==> src/rtl/onehot_decoder_stream_if.sv <==
// Handshake bundle for the one-hot decoder stream: an input code channel and
// an output one-hot channel, each with its own valid/ready pair.
// The master side is the code producer and one-hot consumer; the slave side
// is the decoder itself.
interface onehot_decoder_stream_if #(
    parameter int IN_WIDTH = 3,
    parameter int NUM_OUT  = 2 ** IN_WIDTH
);
    logic                in_valid;
    logic                in_ready;
    logic [IN_WIDTH-1:0] in_code;
    logic                out_valid;
    logic                out_ready;
    logic [NUM_OUT-1:0]  out_onehot;
    logic                out_err;

    modport master (
        output in_valid,
        output in_code,
        output out_ready,
        input  in_ready,
        input  out_valid,
        input  out_onehot,
        input  out_err
    );

    modport slave (
        input  in_valid,
        input  in_code,
        input  out_ready,
        output in_ready,
        output out_valid,
        output out_onehot,
        output out_err
    );
endinterface

==> src/rtl/onehot_decoder_stream.sv <==
// Registered binary-to-one-hot decoder with valid/ready on both sides.
// A single output register holds each result; an out-of-range code produces an
// all-zero word with out_err set and is still a normal transaction.
// A self-timed sweep mode walks one hot bit from bit 0 to bit NUM_OUT-1, with a
// programmable idle gap between beats, and pulses sweep_done after the last one.
module onehot_decoder_stream #(
    parameter int IN_WIDTH  = 3,
    parameter int NUM_OUT   = 2 ** IN_WIDTH,
    parameter int SWEEP_DIV = 4
) (
    input  logic                     clk,
    input  logic                     rst_n,
    onehot_decoder_stream_if.slave   bus,
    input  logic                     sweep_start,
    output logic                     sweep_busy,
    output logic                     sweep_done
);

    // Divider must be able to hold SWEEP_DIV itself.
    localparam int DIV_W = (SWEEP_DIV < 1) ? 1 : $clog2(SWEEP_DIV + 1);

    // NUM_OUT widened by one bit so the range test works even when
    // NUM_OUT == 2**IN_WIDTH (no code can then be out of range).
    localparam logic [IN_WIDTH:0] NUM_OUT_C = (IN_WIDTH + 1)'(NUM_OUT);

    localparam logic [DIV_W-1:0]   DIV_LOAD_C = DIV_W'(SWEEP_DIV);
    localparam logic [DIV_W-1:0]   DIV_ONE_C  = DIV_W'(1);
    localparam logic [NUM_OUT-1:0] FIRST_BEAT_C = NUM_OUT'(1);

    typedef enum logic [1:0] {
        ST_IDLE    = 2'd0,
        ST_FULL    = 2'd1,
        ST_SW_OUT  = 2'd2,
        ST_SW_WAIT = 2'd3
    } state_t;

    state_t               state_r;
    logic                 out_valid_r;
    logic [NUM_OUT-1:0]   out_onehot_r;
    logic                 out_err_r;
    logic                 sweep_busy_r;
    logic                 sweep_done_r;
    logic [DIV_W-1:0]     div_r;

    logic                 in_ready_s;
    logic                 in_xfer_s;
    logic                 out_xfer_s;
    logic                 last_beat_s;
    logic [NUM_OUT-1:0]   dec_onehot_s;
    logic                 dec_err_s;

    // One-hot image of a code; bits beyond NUM_OUT-1 simply never match.
    function automatic logic [NUM_OUT-1:0] decode_onehot(input logic [IN_WIDTH-1:0] code);
        logic [NUM_OUT-1:0] v;
        v = '0;
        for (int i = 0; i < NUM_OUT; i++) begin
            v[i] = (code == IN_WIDTH'(i));
        end
        return v;
    endfunction

    // True when the code has no corresponding output line.
    function automatic logic code_out_of_range(input logic [IN_WIDTH-1:0] code);
        return ({1'b0, code} >= NUM_OUT_C);
    endfunction

    // Input acceptance: always free in IDLE, pass-through of out_ready in FULL
    // so a fresh code can replace the one leaving on the same edge.
    always_comb begin
        in_ready_s = 1'b0;
        case (state_r)
            ST_IDLE:    in_ready_s = 1'b1;
            ST_FULL:    in_ready_s = bus.out_ready;
            ST_SW_OUT:  in_ready_s = 1'b0;
            ST_SW_WAIT: in_ready_s = 1'b0;
            default:    in_ready_s = 1'b0;
        endcase
    end

    // Handshake qualifiers and decode of the presented code.
    always_comb begin
        in_xfer_s    = bus.in_valid & in_ready_s;
        out_xfer_s   = out_valid_r & bus.out_ready;
        last_beat_s  = out_onehot_r[NUM_OUT-1];
        dec_onehot_s = '0;
        dec_err_s    = 1'b0;
        if (code_out_of_range(bus.in_code)) begin
            dec_onehot_s = '0;
            dec_err_s    = 1'b1;
        end else begin
            dec_onehot_s = decode_onehot(bus.in_code);
            dec_err_s    = 1'b0;
        end
    end

    // Control FSM with all outputs held in registers.
    always_ff @(posedge clk or negedge rst_n) begin
        if (!rst_n) begin
            state_r      <= ST_IDLE;
            out_valid_r  <= 1'b0;
            out_onehot_r <= '0;
            out_err_r    <= 1'b0;
            sweep_busy_r <= 1'b0;
            sweep_done_r <= 1'b0;
            div_r        <= '0;
        end else begin
            // sweep_done is a single-cycle pulse unless re-armed below.
            sweep_done_r <= 1'b0;
            case (state_r)
                ST_IDLE: begin
                    if (in_xfer_s) begin
                        // Decode takes priority; a coincident sweep_start is dropped.
                        out_onehot_r <= dec_onehot_s;
                        out_err_r    <= dec_err_s;
                        out_valid_r  <= 1'b1;
                        state_r      <= ST_FULL;
                    end else if (sweep_start) begin
                        out_onehot_r <= FIRST_BEAT_C;
                        out_err_r    <= 1'b0;
                        out_valid_r  <= 1'b1;
                        sweep_busy_r <= 1'b1;
                        state_r      <= ST_SW_OUT;
                    end
                end

                ST_FULL: begin
                    if (out_xfer_s) begin
                        if (in_xfer_s) begin
                            out_onehot_r <= dec_onehot_s;
                            out_err_r    <= dec_err_s;
                            out_valid_r  <= 1'b1;
                        end else begin
                            out_valid_r  <= 1'b0;
                            state_r      <= ST_IDLE;
                        end
                    end
                end

                ST_SW_OUT: begin
                    if (out_xfer_s) begin
                        out_valid_r <= 1'b0;
                        if (last_beat_s) begin
                            sweep_busy_r <= 1'b0;
                            sweep_done_r <= 1'b1;
                            state_r      <= ST_IDLE;
                        end else begin
                            div_r   <= DIV_LOAD_C;
                            state_r <= ST_SW_WAIT;
                        end
                    end
                end

                ST_SW_WAIT: begin
                    // Reaching one (or a corrupted zero) ends the gap.
                    if (div_r <= DIV_ONE_C) begin
                        div_r        <= '0;
                        out_onehot_r <= {out_onehot_r[NUM_OUT-2:0], 1'b0};
                        out_valid_r  <= 1'b1;
                        state_r      <= ST_SW_OUT;
                    end else begin
                        div_r <= div_r - DIV_ONE_C;
                    end
                end

                default: begin
                    state_r      <= ST_IDLE;
                    out_valid_r  <= 1'b0;
                    out_onehot_r <= '0;
                    out_err_r    <= 1'b0;
                    sweep_busy_r <= 1'b0;
                    div_r        <= '0;
                end
            endcase
        end
    end

    assign bus.in_ready   = in_ready_s;
    assign bus.out_valid  = out_valid_r;
    assign bus.out_onehot = out_onehot_r;
    assign bus.out_err    = out_err_r;
    assign sweep_busy     = sweep_busy_r;
    assign sweep_done     = sweep_done_r;

endmodule

==> src/flat_wrapper.sv <==
// flat-port wrapper written by rule: the top's interface ports become plain ports
module onehot_decoder_stream_flat 
#(
    parameter int IN_WIDTH  = 3,
    parameter int NUM_OUT   = 2 ** IN_WIDTH,
    parameter int SWEEP_DIV = 4
)
  (clk, rst_n, sweep_start, sweep_busy, sweep_done, bus_in_valid, bus_in_code, bus_out_ready, bus_in_ready, bus_out_valid, bus_out_onehot, bus_out_err);
  onehot_decoder_stream_if #(.IN_WIDTH(IN_WIDTH), .NUM_OUT(NUM_OUT)) bus_i ();
  input  logic clk;
  input  logic rst_n;
  input  logic sweep_start;
  output logic sweep_busy;
  output logic sweep_done;
  input wire logic [$bits(bus_i.in_valid)-1:0] bus_in_valid;
  input wire logic [$bits(bus_i.in_code)-1:0] bus_in_code;
  input wire logic [$bits(bus_i.out_ready)-1:0] bus_out_ready;
  output wire logic [$bits(bus_i.in_ready)-1:0] bus_in_ready;
  output wire logic [$bits(bus_i.out_valid)-1:0] bus_out_valid;
  output wire logic [$bits(bus_i.out_onehot)-1:0] bus_out_onehot;
  output wire logic [$bits(bus_i.out_err)-1:0] bus_out_err;
  assign bus_i.in_valid = bus_in_valid;
  assign bus_i.in_code = bus_in_code;
  assign bus_i.out_ready = bus_out_ready;
  assign bus_in_ready = bus_i.in_ready;
  assign bus_out_valid = bus_i.out_valid;
  assign bus_out_onehot = bus_i.out_onehot;
  assign bus_out_err = bus_i.out_err;
  onehot_decoder_stream #(.IN_WIDTH(IN_WIDTH), .NUM_OUT(NUM_OUT), .SWEEP_DIV(SWEEP_DIV)) u_core (.clk(clk), .rst_n(rst_n), .bus(bus_i), .sweep_start(sweep_start), .sweep_busy(sweep_busy), .sweep_done(sweep_done));
endmodule
==> config.mk <==
export PLATFORM = sky130hd
export DESIGN_NAME = onehot_decoder_stream_flat
export DESIGN_NICKNAME = d
export VERILOG_FILES = /design/src/rtl/onehot_decoder_stream_if.sv /design/src/rtl/onehot_decoder_stream.sv /design/src/flat_wrapper.sv
export SDC_FILE = /design/constraint.sdc
export NUM_CORES = 1
export LEC_CHECK = 0
export ABC_AREA = 0
export CAP_MARGIN = 0
export CELL_PAD_IN_SITES_DETAIL_PLACEMENT = 1
export CELL_PAD_IN_SITES_GLOBAL_PLACEMENT = 2
export CORE_ASPECT_RATIO = 0.75
export CORE_MARGIN = 4
export CORE_UTILIZATION = 27
export CTS_CLUSTER_DIAMETER = 50
export CTS_CLUSTER_SIZE = 24
export DETAILED_ROUTE_END_ITERATION = 8
export PLACE_DENSITY_LB_ADDON = 0.1
export SLEW_MARGIN = 20
export SYNTH_ARGS = -nofsm -noshare
export SYNTH_HDL_FRONTEND = slang
export SYNTH_SLANG_ARGS = --single-unit
==> constraint.sdc <==
create_clock -name clk -period 1.5 [get_ports clk]
set_input_delay 0.3 -clock clk [delete_from_list [all_inputs] [get_ports clk]]
set_output_delay 0.3 -clock clk [all_outputs]
set_load 0.01 [all_outputs]
==> results.md <==
* DRT antenna net count at 0
* GR Util met2 at just over 20%
* Maxcap violations at 0
* Die W at 77.8 µm
* Slowest CP cell: dfrtp_1
* Largest net degree at the start of global routing at 17
* Initial Utilization at a little under 30%
* Ant. Diodes at 0
* Finished Cell Area at ~1500 µm²
* Worst skew pair latency at around 0.25 ns
* Clk root buf: clkbuf_8
* Post-synthesis sequential area ratio at 40.6%
* Worst Setup Start Kind: register
* Initial DRC count at 24
* Boundary Pins at 21
* Synth Net Count at 110
* Pwr dens at between 1500 and 2000 nW/µm²
* H-tree level count at 1
* Drt wl/cell at approximately 15 µm
* CTS buffer count at 3
* CTS tree: yes
* Vias in the first global route at 974
* # fillers at between 300 and 400
* First-pass GRT wire length at 4750 µm
* Final Max Tran Viols at 0
* Hold/Removal Path Class: in2async
* Setup crit end kind: register
* Post-route clock skew at about 0.0035 ns
* Total Routed Length at approximately 2800 µm
* Yosys cell types at 32
* Avg Cell Area, Syn at 9.86 µm²
* Synthesized flop and latch total at 16
* Mapped Area at 986 µm²
* Initial DRT Pass Iterations at 4
* Top delay family on crit path: flip-flops
* CP Launch Point: u_core.div_r[1]
* Worst R2R End: u_core.bus.out_onehot[1]
* Critical Path AT at approximately 1.7 ns
* Area after DPL at ~1400 µm²
* Worst reg2reg startpoint: u_core.div_r[1]
* CP required at ~1.6 ns
* Setup slack after layout at -0.0732 ns
* Register-to-Register Path Depth at 6
* Ratio of cells with drive above 1 in the final layout at between 30 and 40%
* Final net count at roughly 150
* Leakage at about 0.74 nW
* FP Rows at 18
* Full die area at around 4700 µm²
* Area grow syn2layout at 48.6%
* Crit path capture: u_core.bus.out_onehot[1]
* Bufs and invs on worst path at 1
* Final hold viol count at 0
* CP peak stage delay at 0.39 ns
* Post-route minimum period at about 1.6 ns
* FFs w/ async S/R, synth at 100%
* Clock Sink Count at 16
* GRT busiest layer: met2
* Cells after Synth at 100
* Register area at around 400 µm²
* Yosys warning total at 0
* Period utilization at 105%
* RSZ-0062 raised after global routing: true
* Stages on the worst setup path at 6
* DRC violations left at 0
* PortBufs at 19
* Clock slew at reported path FFs at about 0.070 ns
* Vias/cell at around 4.6
* Clock buffer depth at 2
* VDD IR-drop max at between 600 and 700 µV
* Gpl congestion at approximately 0.7
* Setup tns final at -0.450 ns
* Outcome: finished with violations
* Grt met1 use at 17.5%
* Initial antenna violation count at 0
* CP Max Fanout at 5
* DP Wirelength at roughly 2000 µm
* EDFF count, synth at 0
* Multi-input gate area at approximately 550 µm²
* FMAX at roughly 0.64 GHz
* Reg-to-reg slack, setup at -0.07 ns
* Total Routing Usage GR at 13.6%
* Core Area at ~3400 µm²
* Die span in y at ~60 µm
* Worst Path Class, Setup: reg2reg
* GRT overflow at 0
* Predominant post-synthesis flop cell: dfrtp_1
* Met3 track demand over resource at ~4.2%
* Vias at roughly 880
* Crit-path cells: inv_2 -> ha_4 -> o21ba_4 -> o21ai_4 -> nand3_4 -> mux2_4
* Failing checks: negative setup slack
* Min Hold Slack at 0.378 ns
* # setup viols final at 8
==> synth_stat cells (2+ instances only) <==
library cell,n,area [µm²]
mux2_4,8,120
nor2b_1,2,12.5
a31oi_1,2,12.5
nor3_1,2,10.0
buf_6,2,22.5
inv_1,7,26.3
buf_4,2,15.0
a21oi_1,4,20.0
dfrtp_1,16,400
ha_1,2,25.0
nand2_1,16,60.1
o21ai_1,6,30.0
o21ai_0,9,45.0
nor2_1,4,15.0
==> where the power goes <==
group | switching, mW | internal [mW] | leakage, nW | total (mW)
combinational | 0.701 | 0.826 | 0.511 | 1.53
sequential | 0.166 | 0.590 | 0.200 | 0.756
clock | 0.160 | 0.233 | 0.0288 | 0.393
total | 1.03 | 1.65 | 0.740 | 2.68
==> per-stage QoR <==
stage | instances | total power, mW | utilization (%) | worst slack [ns]
floorplan | 100 | 1.59 | - | -0.0351
global placement | 186 | 2.17 | 40.1 | -0.373
detailed placement | 186 | 2.21 | 40.1 | -0.387
CTS | 192 | 2.71 | 42.6 | -0.110
global route | 192 | 2.87 | 43.1 | -0.121
finish | 192 | 2.68 | 43.1 | -0.0732
==> how the worst min path moves through the flow <==
stage / to / slack, ns / cells after the start
floorplan: u_core.bus.out_onehot[0] / 0.004 / 0
global placement: u_core.sweep_busy / 0.49 / 2
detailed placement: u_core.sweep_busy / 0.50 / 2
CTS: u_core.div_r[1] / 0.38 / 2
global route: u_core.bus.out_valid / 0.39 / 2
finish: u_core.bus.out_valid / 0.38 / 2
==> sequential cells by signal, summed over array words and instances (netlist names) <==
signal                 cells
u_core.div_r               3
u_core.state_r             2
u_core.bus.out_valid       1
u_core.sweep_busy          1
u_core.sweep_done          1
u_core.bus.out_onehot      8
==> what timing repair did <==
| action | 4_1_cts | 5_1_grt |
|---|---|---|
| gates cloned | 1 | 0 |
| hold buffers | 0 | 0 |
| pin swaps | 2 | 2 |
| setup endpoints to repair | 14 | 15 |
| gates resized for setup | 16 | 8 |
| buffers inserted | 1 | 0 |
==> per-layer routing <==
metal / vias up / part of all wire, %
li1: 433 / -
met1: 423 / 49
met2: 19 / 44
met3: 7 / 4.8
met4: 0 / 2.0
met5: - / 0
==> placed cells by master, fill, tap and decap left out, types with 2 or more instances in the layout <==
cell             synthesis  layout
buf_4                    2      23
nand2_1                 16      16
dfrtp_1                 16      13
o21ai_0                  9       8
mux2_4                   8       8
o21ai_1                  6       7
clkdlybuf4s50_1          0       7
inv_1                    7       6
dlygate4sd2_1            0       6
dlymetal6s2s_1           0       5
a21oi_1                  4       4
nor2_1                   4       4
clkbuf_8                 0       4
dfrtp_2                  0       3
nor3_1                   2       2
nor2b_1                  2       2
nand3_4                  1       2
a31oi_1                  2       2
==> worst register-to-register path, cell delays in order (launching register included) <==
cell	delay (ns)
dfrtp_1	0.39
inv_2	0.08
ha_4	0.12
o21ba_4	0.16
o21ai_4	0.21
nand3_4	0.18
mux2_4	0.34
==> cell families after synthesis <==
family,Yosys count,synth area share [%]
AND/OR/NAND/NOR,31,16.4
AO/OA/AOI/OAI,29,18.8
adder cells (fa/ha/maj),2,2.54
other,1,0.380
flip-flops,16,40.6
multiplexers,9,14.5
buffers and inverters,12,6.85
==> final cells by class <==
| type | count | share of cell area (%) |
|---|---|---|
| Timing Repair Buffer | 42 | 24.8 |
| Clock buffer | 4 | 3.76 |
| Inverter | 7 | 1.79 |
| Tap cell | 50 | 4.27 |
| Multi-Input combinational cell | 73 | 37.8 |
| Sequential cell | 16 | 27.6 |
Power figures use the tool's default switching activity.
